`src/rtl/bicubic_pkg.sv`:
```
// Shared definitions for the bicubic tap window: pixel and weight widths,
// window controller state encodings and the per-phase weight table.
package bicubic_pkg;

  localparam int unsigned PIX_W = 9;
  localparam int unsigned WGT_W = 4;
  localparam int unsigned TAPS  = 4;

  typedef enum logic [1:0] {
    ST_FILL  = 2'd0,
    ST_EMIT  = 2'd1,
    ST_FLUSH = 2'd2
  } tap_state_e;

  // Weights are sign-magnitude {sign,mag[2:0]}, indexed [phase][tap] with tap 0 = w1 (x-1).
  localparam logic [WGT_W-1:0] W_TAB [4][4] = '{
    '{4'h0, 4'h7, 4'h0, 4'h0},
    '{4'hB, 4'h6, 4'h4, 4'h9},
    '{4'h9, 4'h5, 4'h5, 4'h9},
    '{4'h9, 4'h4, 4'h6, 4'hB}
  };

  // Packs one table row as {w4,w3,w2,w1} so w1 lands in the low nibble.
  function automatic logic [TAPS*WGT_W-1:0] pack_weights(input logic [1:0] idx);
    return {W_TAB[idx][3], W_TAB[idx][2], W_TAB[idx][1], W_TAB[idx][0]};
  endfunction

endpackage

```
`src/rtl/bicubic_weight_rom.sv`:
```
// Phase-to-weight lookup for the tap window. Pure combinational.
// The table holds four phase rows; for other upscale factors each phase is
// mapped onto the nearest-below quarter position (phase*4/SCALE).
module bicubic_weight_rom
  import bicubic_pkg::*;
#(
  parameter int unsigned SCALE = 4
) (
  input  logic [2:0]             phase_i,
  output logic [TAPS*WGT_W-1:0]  weights_o
);

  logic [4:0] phaseX4;
  logic [4:0] quarter;

  // Scale the phase into table rows and fetch the packed weight vector.
  always_comb begin
    phaseX4   = {phase_i, 2'b00};
    quarter   = phaseX4 / 5'(SCALE);
    weights_o = pack_weights(2'(quarter));
  end

endmodule

```
`src/rtl/bicubic_tap_window.sv`:
```
// Streaming 4-tap window generator for one bicubic axis pass.
// Collects line pixels into a shift window with edge replication at both ends
// and, for every centre pixel, presents SCALE windows {x-1,x,x+1,x+2} along
// with the phase weights. Optional stall counter: define
// BICUBIC_TAP_STALL_CNT_EN to add the stall_cnt output.
module bicubic_tap_window #(
  parameter int unsigned SCALE = 4,
  parameter int unsigned PIX_W = 9
) (
  input  logic               clk,
  input  logic               rst_n,
  input  logic               in_valid,
  output logic               in_ready,
  input  logic [PIX_W-1:0]   in_data,
  input  logic               in_sol,
  input  logic               in_eol,
  output logic               out_valid,
  input  logic               out_ready,
  output logic [4*PIX_W-1:0] out_pixels,
  output logic [15:0]        out_weights,
  output logic [2:0]         out_phase,
  output logic               out_sol,
  output logic               out_eol
`ifdef BICUBIC_TAP_STALL_CNT_EN
  ,
  output logic [15:0]        stall_cnt
`endif
);

  import bicubic_pkg::*;

  tap_state_e         state_q, state_d;
  logic [2:0]         fill_q, fill_d;
  logic [1:0]         pend_q, pend_d;
  logic [2:0]         phase_q, phase_d;
  logic               firstCentre_q, firstCentre_d;
  logic               eolSeen_q, eolSeen_d;
  logic [4*PIX_W-1:0] win_q, win_d;
  logic [15:0]        weights_q, weights_d;
  logic [15:0]        romWeights;
  logic [PIX_W-1:0]   lastPix;
  logic               accept;
  logic               lastPhase;

  bicubic_weight_rom #(
    .SCALE(SCALE)
  ) u_weight_rom (
    .phase_i   (phase_d),
    .weights_o (romWeights)
  );

  assign in_ready    = (state_q == ST_FILL);
  assign accept      = in_valid && in_ready;
  assign lastPix     = win_q[4*PIX_W-1 -: PIX_W];
  assign lastPhase   = (phase_q == 3'(SCALE - 1));
  assign out_valid   = (state_q == ST_EMIT);
  assign out_pixels  = win_q;
  assign out_weights = weights_q;
  assign out_phase   = phase_q;
  assign out_sol     = out_valid && (phase_q == 3'd0) && firstCentre_q;
  assign out_eol     = out_valid && lastPhase && eolSeen_q && (pend_q == 2'd0);

  // Weights only reload when a window is about to be presented, so they stay
  // at their reset value until the first window and freeze during a stall.
  assign weights_d = (state_d == ST_EMIT) ? romWeights : weights_q;

  // Window controller: fill the shift window, emit SCALE phases per centre,
  // then replicate the last pixel twice at end of line to finish the edge.
  always_comb begin
    state_d       = state_q;
    fill_d        = fill_q;
    pend_d        = pend_q;
    phase_d       = phase_q;
    firstCentre_d = firstCentre_q;
    eolSeen_d     = eolSeen_q;
    win_d         = win_q;
    case (state_q)
      ST_FILL: begin
        if (accept) begin
          if (in_sol) begin
            win_d         = {in_data, in_data, {(2*PIX_W){1'b0}}};
            fill_d        = 3'd2;
            firstCentre_d = 1'b1;
            eolSeen_d     = in_eol;
            pend_d        = in_eol ? 2'd2 : 2'd0;
            phase_d       = 3'd0;
            state_d       = in_eol ? ST_FLUSH : ST_FILL;
          end else if (fill_q != 3'd0) begin
            win_d  = {in_data, win_q[4*PIX_W-1:PIX_W]};
            fill_d = fill_q + 3'd1;
            if (in_eol) begin
              eolSeen_d = 1'b1;
              pend_d    = 2'd2;
            end
            if (fill_q == 3'd3) begin
              state_d = ST_EMIT;
            end else if (in_eol) begin
              state_d = ST_FLUSH;
            end
          end
        end
      end
      ST_FLUSH: begin
        win_d   = {lastPix, win_q[4*PIX_W-1:PIX_W]};
        phase_d = 3'd0;
        if (pend_q != 2'd0) begin
          pend_d = pend_q - 2'd1;
        end
        if (fill_q >= 3'd3) begin
          fill_d  = 3'd4;
          state_d = ST_EMIT;
        end else begin
          fill_d = fill_q + 3'd1;
        end
      end
      ST_EMIT: begin
        if (out_ready) begin
          if (lastPhase) begin
            phase_d       = 3'd0;
            firstCentre_d = 1'b0;
            if (pend_q != 2'd0) begin
              state_d = ST_FLUSH;
            end else begin
              state_d = ST_FILL;
              if (eolSeen_q) begin
                fill_d    = 3'd0;
                eolSeen_d = 1'b0;
              end else begin
                fill_d = 3'd3;
              end
            end
          end else begin
            phase_d = phase_q + 3'd1;
          end
        end
      end
      default: begin
        state_d = ST_FILL;
      end
    endcase
  end

  // State, window and output registers with synchronous active-low reset.
  always_ff @(posedge clk) begin
    if (!rst_n) begin
      state_q       <= ST_FILL;
      fill_q        <= 3'd0;
      pend_q        <= 2'd0;
      phase_q       <= 3'd0;
      firstCentre_q <= 1'b0;
      eolSeen_q     <= 1'b0;
      win_q         <= '0;
      weights_q     <= '0;
    end else begin
      state_q       <= state_d;
      fill_q        <= fill_d;
      pend_q        <= pend_d;
      phase_q       <= phase_d;
      firstCentre_q <= firstCentre_d;
      eolSeen_q     <= eolSeen_d;
      win_q         <= win_d;
      weights_q     <= weights_d;
    end
  end

`ifdef BICUBIC_TAP_STALL_CNT_EN
  logic [15:0] stallCnt_q;

  // Count cycles a window waits on downstream, saturating at all ones.
  always_ff @(posedge clk) begin
    if (!rst_n) begin
      stallCnt_q <= 16'h0000;
    end else if (out_valid && !out_ready && (stallCnt_q != 16'hFFFF)) begin
      stallCnt_q <= stallCnt_q + 16'h0001;
    end
  end

  assign stall_cnt = stallCnt_q;
`endif

endmodule

```
`config.mk`:
```
export PLATFORM = sky130hd
export DESIGN_NAME = bicubic_tap_window
export DESIGN_NICKNAME = d
export VERILOG_FILES = /design/src/rtl/bicubic_pkg.sv /design/src/rtl/bicubic_weight_rom.sv /design/src/rtl/bicubic_tap_window.sv
export SDC_FILE = /design/constraint.sdc
export NUM_CORES = 1
export LEC_CHECK = 0
export CAP_MARGIN = 30
export CORE_UTILIZATION = 45
export DETAILED_ROUTE_END_ITERATION = 8
export GPL_ROUTABILITY_DRIVEN = 0
export PLACE_DENSITY_LB_ADDON = 0.08
export SETUP_SLACK_MARGIN = 0.4
export SLEW_MARGIN = 10
export SYNTH_ARGS = -nofsm -noshare
export SYNTH_HDL_FRONTEND = slang
export SYNTH_SLANG_ARGS = --single-unit
```
`constraint.sdc`:
```
create_clock -name clk -period 2.1 [get_ports clk]
set_input_delay 0.21 -clock clk [delete_from_list [all_inputs] [get_ports clk]]
set_output_delay 0.21 -clock clk [all_outputs]
set_load 0.05 [all_outputs]
```
## After elaboration in Yosys (flattened, before gate mapping)

Cells that the tools add are included.

- Register bits after elaboration: 64
- Output and inout bits: 59
- Word-level logic and storage cells: 103

- Add/subtract/negate cells: 3
- Magnitude comparators: 2
- Eq/ne operators: 13
- Muxes and demuxes: 51
- Bitwise operators: 2
- Reductions and logical operators: 22

Operators with widths:

| operator | number |
|---|---|
| $mux 36 | 3 |
| $pmux 36 s2 | 1 |
| $mux 3 | 11 |
| $bmux 16 s2 | 1 |
| $mux 16 | 2 |
| $mux 2 | 16 |
| $pmux 3 s3 | 2 |
| $mux 1 | 11 |
| $reduce_and 5->1 | 2 |
| $ne 2x1->1 const B | 4 |
| $reduce_and 4->1 | 2 |
| $reduce_bool 2->1 | 4 |
| $reduce_and 7->1 | 1 |
| $add 3x1->3 const B | 2 |
| $eq 3x2->1 const B | 2 |
| $logic_and 1x1->1 | 6 |
| $ne 3x1->1 const B | 2 |
| $pmux 2 s3 | 1 |
| $reduce_and 6->1 | 1 |
| $reduce_bool 3->1 | 2 |
| $eq 2x1->1 const B | 2 |
| $logic_not 2->1 | 2 |
| $ne 2x2->1 const B | 2 |
| $pmux 1 s2 | 2 |
| other kinds (9) | 9 |

## Longest topological paths before layout

- Word-level depth: 8
- Mapped depth: 9

## Cells and area by module

A second synthesis with hierarchy kept.

- Cells, all modules: 357
- Area, all modules: 3188.1 sq um

By module, submodules not included:

| module | instances | cells an instance | area an instance (sq um) | seq. area each (sq um) |
|---|---|---|---|---|
| bicubic_tap_window | 1 | 339 | 3069.2 | 1281.2 |
| bicubic_weight_rom | 1 | 18 | 118.9 | 0.0 |

## Least setup slack after synthesis

Ideal clock, no wire load.

- Path kind: reg-to-output
- Start point: register state_q[1]
- End point: output out_sol
- Arrival: 2335 ps
- Data required time: 1890 ps
- Slack: -445 ps
- Stages on the path, launching flop included: 6
- Path buffers: 1
- Cell sequence: dfxtp_1 inv_1 ha_1 clkbuf_1 nand2_1 nor3_1

- Longest elaborated chain between the ends: 3

RTL lines:

| item | RTL line | text |
|---|---|---|
| start, declared | bicubic_tap_window.sv:32 | `tap_state_e state_q, state_d;` |
| start signal, assigned | bicubic_tap_window.sv:155 | `state_q <= state_d;` |
| $eq 2x1->1 | bicubic_tap_window.sv:56 | `assign out_valid = (state_q == ST_EMIT);` |
| named net out_valid | bicubic_tap_window.sv:17 | `output logic out_valid,` |
| $logic_and 1x1->1 (2 in series) | bicubic_tap_window.sv:60 | `assign out_sol = out_valid && (phase_q == 3'd0) && firstCentre_q;` |
| end, declared | bicubic_tap_window.sv:22 | `output logic out_sol,` |

The timed path passes the listed nets, and every way through them passes these cells.

## Final worst setup path

- Start point: register state_q[1]
- End point: register weights_q[12], in the netlist out_weights[12]

- Longest elaborated chain between the ends: 8

RTL lines:

| item | RTL line | text |
|---|---|---|
| $logic_not 2->1 | bicubic_tap_window.sv:52, bicubic_tap_window.sv:77 |  |
| $logic_and 1x1->1 | bicubic_tap_window.sv:53 | `assign accept = in_valid && in_ready;` |
| $mux 3 | bicubic_tap_window.sv:79 | `if (accept) begin` |
| $pmux 3 s3 | bicubic_tap_window.sv:77 | `case (state_q)` |
| $not 2->3 (implied by the code) | bicubic_pkg.sv:25 | `return {W_TAB[idx][3], W_TAB[idx][2], W_TAB[idx][1], W_TAB[idx][0]};` |
| $bmux 16 s2 | bicubic_pkg.sv:25 |  |
| $mux 16 (2 in series) | - |  |
| end signal, assigned | bicubic_tap_window.sv:162 | `weights_q <= weights_d;` |
| end, declared | bicubic_tap_window.sv:39 | `logic [15:0] weights_q, weights_d;` |

Parallel ways exist; a longest one is shown, timed or not. The select of a mux whose other input is x is not followed.
A chain may end at the register's enable or synchronous reset.

==> reports/metrics.yaml <==
cts:
  cts-htree-levels: 2
  cts-hold-fix-buffers: 0
  clock_path_buffers: 2
  numClockSinks: 55
  clock_pin_slew_reported_for_the_worst_setup_and_hold_paths_after_clock_tree_synthesis_ns: 0.10
  cts_tree: "yes"
  cts_made_buffers: 5
  cts.root.buffer_cell: "sky130_fd_sc_hd__clkbuf_8"
  clkLatencyLatePin_ns: 0.31
die:
  floorplan.io_pins: 74
  standard_cell_core_area_mm2: 0.00564
  num_rows: 27
  fp.dieArea_mm2: 0.00629
  dieWidth_um: 79.3
  die_height_um: 79.3
  start_util_pct: 47.6
layout:
  n_antenna_cell: 0
  utilization_pct: 68.7
  finish.cell_count_without_fillers: 462
  layout-area-overhead-vs-synth_pct: 44.1
  final_net_count: 414
  layout-drive-gt1-share_pct: 19.5
  layout.cell_area.non_filler_mm2: 0.00387
critical_path:
  cpPeakStageDelay_ns: 0.40
  crit-reg2reg-launch: "state_q[1]"
  crit_start: "state_q[1]"
  critical-path-slowest-cell: "sky130_fd_sc_hd__dfxtp_4"
  critical_path.max_fanout: 8
  crit_arrival_ns: 1.96
  worstSetupStartpointType: "register"
  end_kind: "register"
  r2r_cells: 7
  path_cells: "inv_4 -> ha_4 -> a21boi_4 -> a211o_1 -> a22o_1 -> o21ai_1 -> mux2i_1"
  worst_ep_required_ns: 2.30
  ws_path_type: "reg -> reg"
detailed_routing:
  routed_wire_length_per_instance_um: 13.8
  avgViaCountPerCell: 5.22
  post_detailed_route_count_of_antenna_violating_nets: 0
  vias: 2410
  firstDrtPassIters: 4
  finalWirelength_um: 6390
  drt_iter0_drc: 131
  detail_route.drc_violations: 0
hold_path:
  holdCritStartpoint: "out_pixels[3]"
  holdCritPathClass: "reg -> reg"
  min_path_cells: 2
power:
  p_sw_share_pct: 35.6
  areal_power_density_over_the_cells_mw_per_mm2: 728
  power.sequential.fraction_pct: 42.1
  power.share.clock_pct: 23.5
  internal-power_mw: 1.82
  switching_power_mw: 1.01
  p_comb_share_pct: 34.3
  ir_worst_vdd_uv: 501
  p_leak_nw: 1.78
  fin_total_pwr_mw: 2.82
timing:
  period_needed_ns: 1.76
  max_clock_freq_ghz: 0.567
  holdWs_ns: 0.456
  worst_slew_pin_slew_ns: 0.516
  final.setup_skew_ns: 0.00831
  fin_tns_setup_ns: 0
  final_critical_path_share_of_the_clock_period_pct: 84.0
  rsz0062_at_grt: "yes"
  worst_slack_ns: 0.335
  max_slew_margin_pct: 65.6
  setup_violations: 0
  timing_hold_violations_final: 0
  drv_slew: 0
yosys:
  yosysTopAreaCell: "sky130_fd_sc_hd__dfxtp_1"
  synthDominantCellAreaShare_pct: 41.0
  syn-mean-instance-area_um2: 8.59
  synth_most_common_cell: "sky130_fd_sc_hd__dfxtp_1"
  synth_ff_type: "sky130_fd_sc_hd__dfxtp_1"
  netlist_area_mm2: 0.00269
  synth.cells.most_frequent: "sky130_fd_sc_hd__dfxtp_1 (55), sky130_fd_sc_hd__nor2_1 (33), sky130_fd_sc_hd__nand2_1 (32)"
  yosys_register_bits: 55
  postSynth.asyncResetShare_pct: 0
  synth-warning-count: 0
  synth_enable_flop_cells: 0
  synth-seq-area-share_pct: 41.0
  synth_top_cells_by_area: "sky130_fd_sc_hd__dfxtp_1 (41%), sky130_fd_sc_hd__mux2i_1 (9.7%), sky130_fd_sc_hd__ha_1 (4.7%)"
  postSynthCellCount: 313
  synth_cell_type_count: 44
placement:
  io_buffers: 69
  numPlacedInstances: 437
  place_area_mm2: 0.00352
  pre_cts_slack_ns: 0.0859
  place_hpwl_um: 4210
job:
  max_cap_viol_count: 0
global_routing:
  wire_length_of_the_first_global_routing_pass_um: 9830
  grt_antenna_before_repair: 0
  vias_in_the_first_global_route: 2060
  grt_start_max_net_pins: 45
  grt_usage_pct: 19.8
  globalRouteOverflowTotal: 0
run_status:
  result_of_the_run: "finished, final reports clean"
## worst max-delay path: cells and delay by family (launching register included)
kind / cells / cell delay, ns
DFF: 1 / 0.40
adders and majority gates: 1 / 0.18
buffers and inverters: 1 / 0.05
AOI/OAI and AO/OA: 4 / 0.94
muxes: 1 / 0.08
## placed cells by master, fill, tap and decap left out, drive strengths merged, types with 4 or more instances in the layout
cell and count:
dfxtp 55, dlygate4sd2 36, nor2 33, nand2 32, mux2i 27, buf 25, a21oi 24, nand3 22
clkdlybuf4s50 19, inv 17, a211oi 13, dlymetal6s2s 10, ha 10, clkbuf 8, a31oi 6, o21ai 6
and2 4, conb 4, nor3 4
## worst paths after layout
| check | endpoint | slack (ns) |
|---|---|---|
| setup / recovery | out_weights[12] | 0.34 |
| hold / removal | out_pixels[3] | 0.46 |
| setup reg to reg | out_weights[12] | 0.34 |
| hold reg to reg | out_pixels[3] | 0.46 |
## power groups by stage
stage / registers [mW] / logic (mW) / clock network [mW]
5_1_grt: 1.20 / 1.04 / 0.724
3_3_place_gp: 1.22 / 0.880 / 0
3_5_place_dp: 1.22 / 0.884 / 0
2_1_floorplan: 1.40 / 0.449 / 0
6_report: 1.19 / 0.968 / 0.664
4_1_cts: 1.19 / 0.911 / 0.685
## cells by family (layout without fill, tap and decap cells)
| group | after synthesis | in the layout | share of synthesized area [%] |
|---|---|---|---|
| simple gates | 108 | 108 | 18.9 |
| compound gates | 67 | 67 | 16.6 |
| flops | 55 | 55 | 41.0 |
| buf+inv | 44 | 118 | 7.82 |
| mux | 28 | 28 | 10.9 |
| fa+ha+maj | 10 | 10 | 4.66 |
| other cells | 1 | 4 | 0.140 |
## layer usage
metal	vias to the layer above	share of wire [%]	GRT usage [%]
met4	0	1.3	5.82
met5	-	0	0
li1	1233	-	-
met3	6	4.2	4.37
met1	1118	49	27.6
met2	53	45	30.3
## layout make-up
cell class / instances / area (um2)
multi-input combinational: 217 / 1570
clock buffer: 7 / 97.6
fill: 470 / 1770
sequential: 55 / 1130
timing repair buffer: 93 / 910
inverter: 17 / 68.8
clock inverter: 1 / 8.76
tap: 72 / 90.1
## sequential cells by signal, indices dropped and copies added (netlist names)
name	count
out_phase	3
pend_q	2
out_pixels	36
eolSeen_q	1
out_weights	7
firstCentre_q	1
fill_q	3
state_q	2
## timing repair
action,in CTS,in global routing
resized for setup,61,22
setup endpoints to repair,79,44
gates cloned,0,1
buffers inserted,6,10
pin swaps,13,14
(Power assumes the default switching activity.)
==> patch: new RTL, same settings <==
Add a define of `BICUBIC_TAP_STALL_CNT_EN`.
--- a/src/rtl/bicubic_tap_window.sv
+++ b/src/rtl/bicubic_tap_window.sv
@@ -3,6 +3,8 @@
 // and, for every centre pixel, presents SCALE windows {x-1,x,x+1,x+2} along
 // with the phase weights. Optional stall counter: define
 // BICUBIC_TAP_STALL_CNT_EN to add the stall_cnt output.
+`define BICUBIC_TAP_STALL_CNT_EN
+
 module bicubic_tap_window #(
   parameter int unsigned SCALE = 4,
   parameter int unsigned PIX_W = 9
Behaviour (old outputs only; new: stall_cnt): unchanged (Yosys induction, for registers that start in step).
==> patch against the original RTL <==
Area after synthesis increased by 29%; setup slack got worse by 90 ps; synthesized cell count increased by 29%; sequential power increased by 26%; sequential cell count increased by 16; count of clock-buffer cells in the layout increased by 4; wire length increased by 48%; cell area increased by 36%; largest cell class unchanged; total power increased by 42%.
==> patch: results (changes against the original RTL) <==
| Metric | Value |
|---|---|
| Slew at the pin closest to its max-slew limit | 540 ps (+24.3 ps) |
| First-pass GRT wire length | 13.5 mm (+37%) |
| Nets | 549 (+33%) |
| Placed Cells | 570 (+30%) |
| Crit-path max FO | 7 (-1) |
| Adder-cell area share of the yosys netlist | 3.98% (-0.68 points) |
| Total wire length | 9.48 mm (+48%) |
| Seq/Total Area, Yosys | 41.1% (+0.13 points) |
| Synth area leaders | dfxtp_1, mux2i_1, nand2_1 |
| Fill cells | 585 (+24%) |
| Worst clock skew | 10.4 ps (+2.10 ps) |
| Antenna cells | 0 (unchanged) |
| Max rail drop VDD | 0.376 mV (-25%) |
| TritonCTS Buffers | 9 (+4) |
| Clk pin slew, worst setup/hold paths | 80 ps (-20 ps) |
| Compound-cell area share of the yosys netlist | 16.2% (-0.45 points) |
| Gate Count Post-Synth | 403 (+29%) |
| IO Port Bufs | 85 (+23%) |
| Total track usage | 21.8% (+2.0 points) |
| Vias in the first global route | 2814 (+37%) |
| CP arrival | 2090 ps (+130 ps) |
| Multiplexer share of the synthesized area | 8.10% (-2.8 points) |
| H-tree Lvls | 3 (+1) |
| DR WL/cell | 15.1 µm (+9.3%) |
| Via Count | 3360 (+39%) |
| Distinct cells, synth | 56 (+27%) |
| Post-Synth XOR/XNOR Area | 2.03% (+2.0 points) |
| Clock Latency Late Sink | 340 ps (+30 ps) |
| Leakage | 2.41 nW (+35%) |
| Most frequent cells after synthesis | dfxtp_1, nand2_1, nor2_1, a21oi_1, mux2i_1 |
| Share of cells above drive strength 1 | 25.4% (+5.9 points) |
| Status | complete, no violations |
| Largest net degree at the start of global routing | 37 (-18%) |
| DPL Wire Length | 5.74 mm (+36%) |
| Worst slack, placed | 11.7 ps (-74.3 ps) |
## patch: layer usage
layer  routed length, µm  GRT usage [%]
met1                4040           27.7
met5                   0              0
met2                4830           36.4
met4                 118           6.64
met3                 490           5.48
## patch: layout make-up
class / instances / area (µm²) / share of cell area, %
multi-input combinational: 291 / 2050 / 38.9
sequential: 71 / 1480 / 28.1
timing repair buffer: 138 / 1330 / 25.3
clock inverter: 5 / 78.8 / 1.50
tap: 99 / 124 / 2.35
clock buffer: 11 / 153 / 2.90
inverter: 12 / 52.6 / 0.997
## patch: worst max-delay path, stage by stage, from the launching register on
cell	delay, ps
dfxtp_4	360
ha_4	160
ha_4	160
buf_6	110
a311o_1	300
o221a_1	280
o211a_4	200
o21a_1	170
## patch: worst paths after layout
check | from | end | slack [ps] | cells past startpoint
worst min-delay path | out_pixels[6] | out_pixels[6] | 450 | 2
worst max register to register | fill_q[1] | out_weights[6] | 250 | 7
worst max-delay path | fill_q[1] | out_weights[6] | 250 | 7
worst min register to register | out_pixels[6] | out_pixels[6] | 450 | 2
## patch: what timing repair did
action | CTS | global route
hold endpoints to repair | 0 | 0
gates cloned | 0 | 6
pin swaps | 14 | 17
buffers inserted | 17 | 18
endpoints found under the setup margin | 97 | 67
gates resized for setup | 93 | 33
## patch: power by group through the flow
stage / logic [mW] / clock network [mW] / registers (mW)
global route: 1.35 / 1.33 / 1.51
floorplan: 0.486 / 0 / 1.73
CTS: 1.05 / 1.27 / 1.50
detailed placement: 0.982 / 0 / 1.53
global placement: 0.974 / 0 / 1.53
finish: 1.27 / 1.24 / 1.50
## patch: per-stage QoR
step	instance area, µm²	hold slack (ps)
global route	5270	485
detailed placement	4510	447
CTS	4910	456
global placement	4510	437
floorplan	3590	357
finish	5270	452
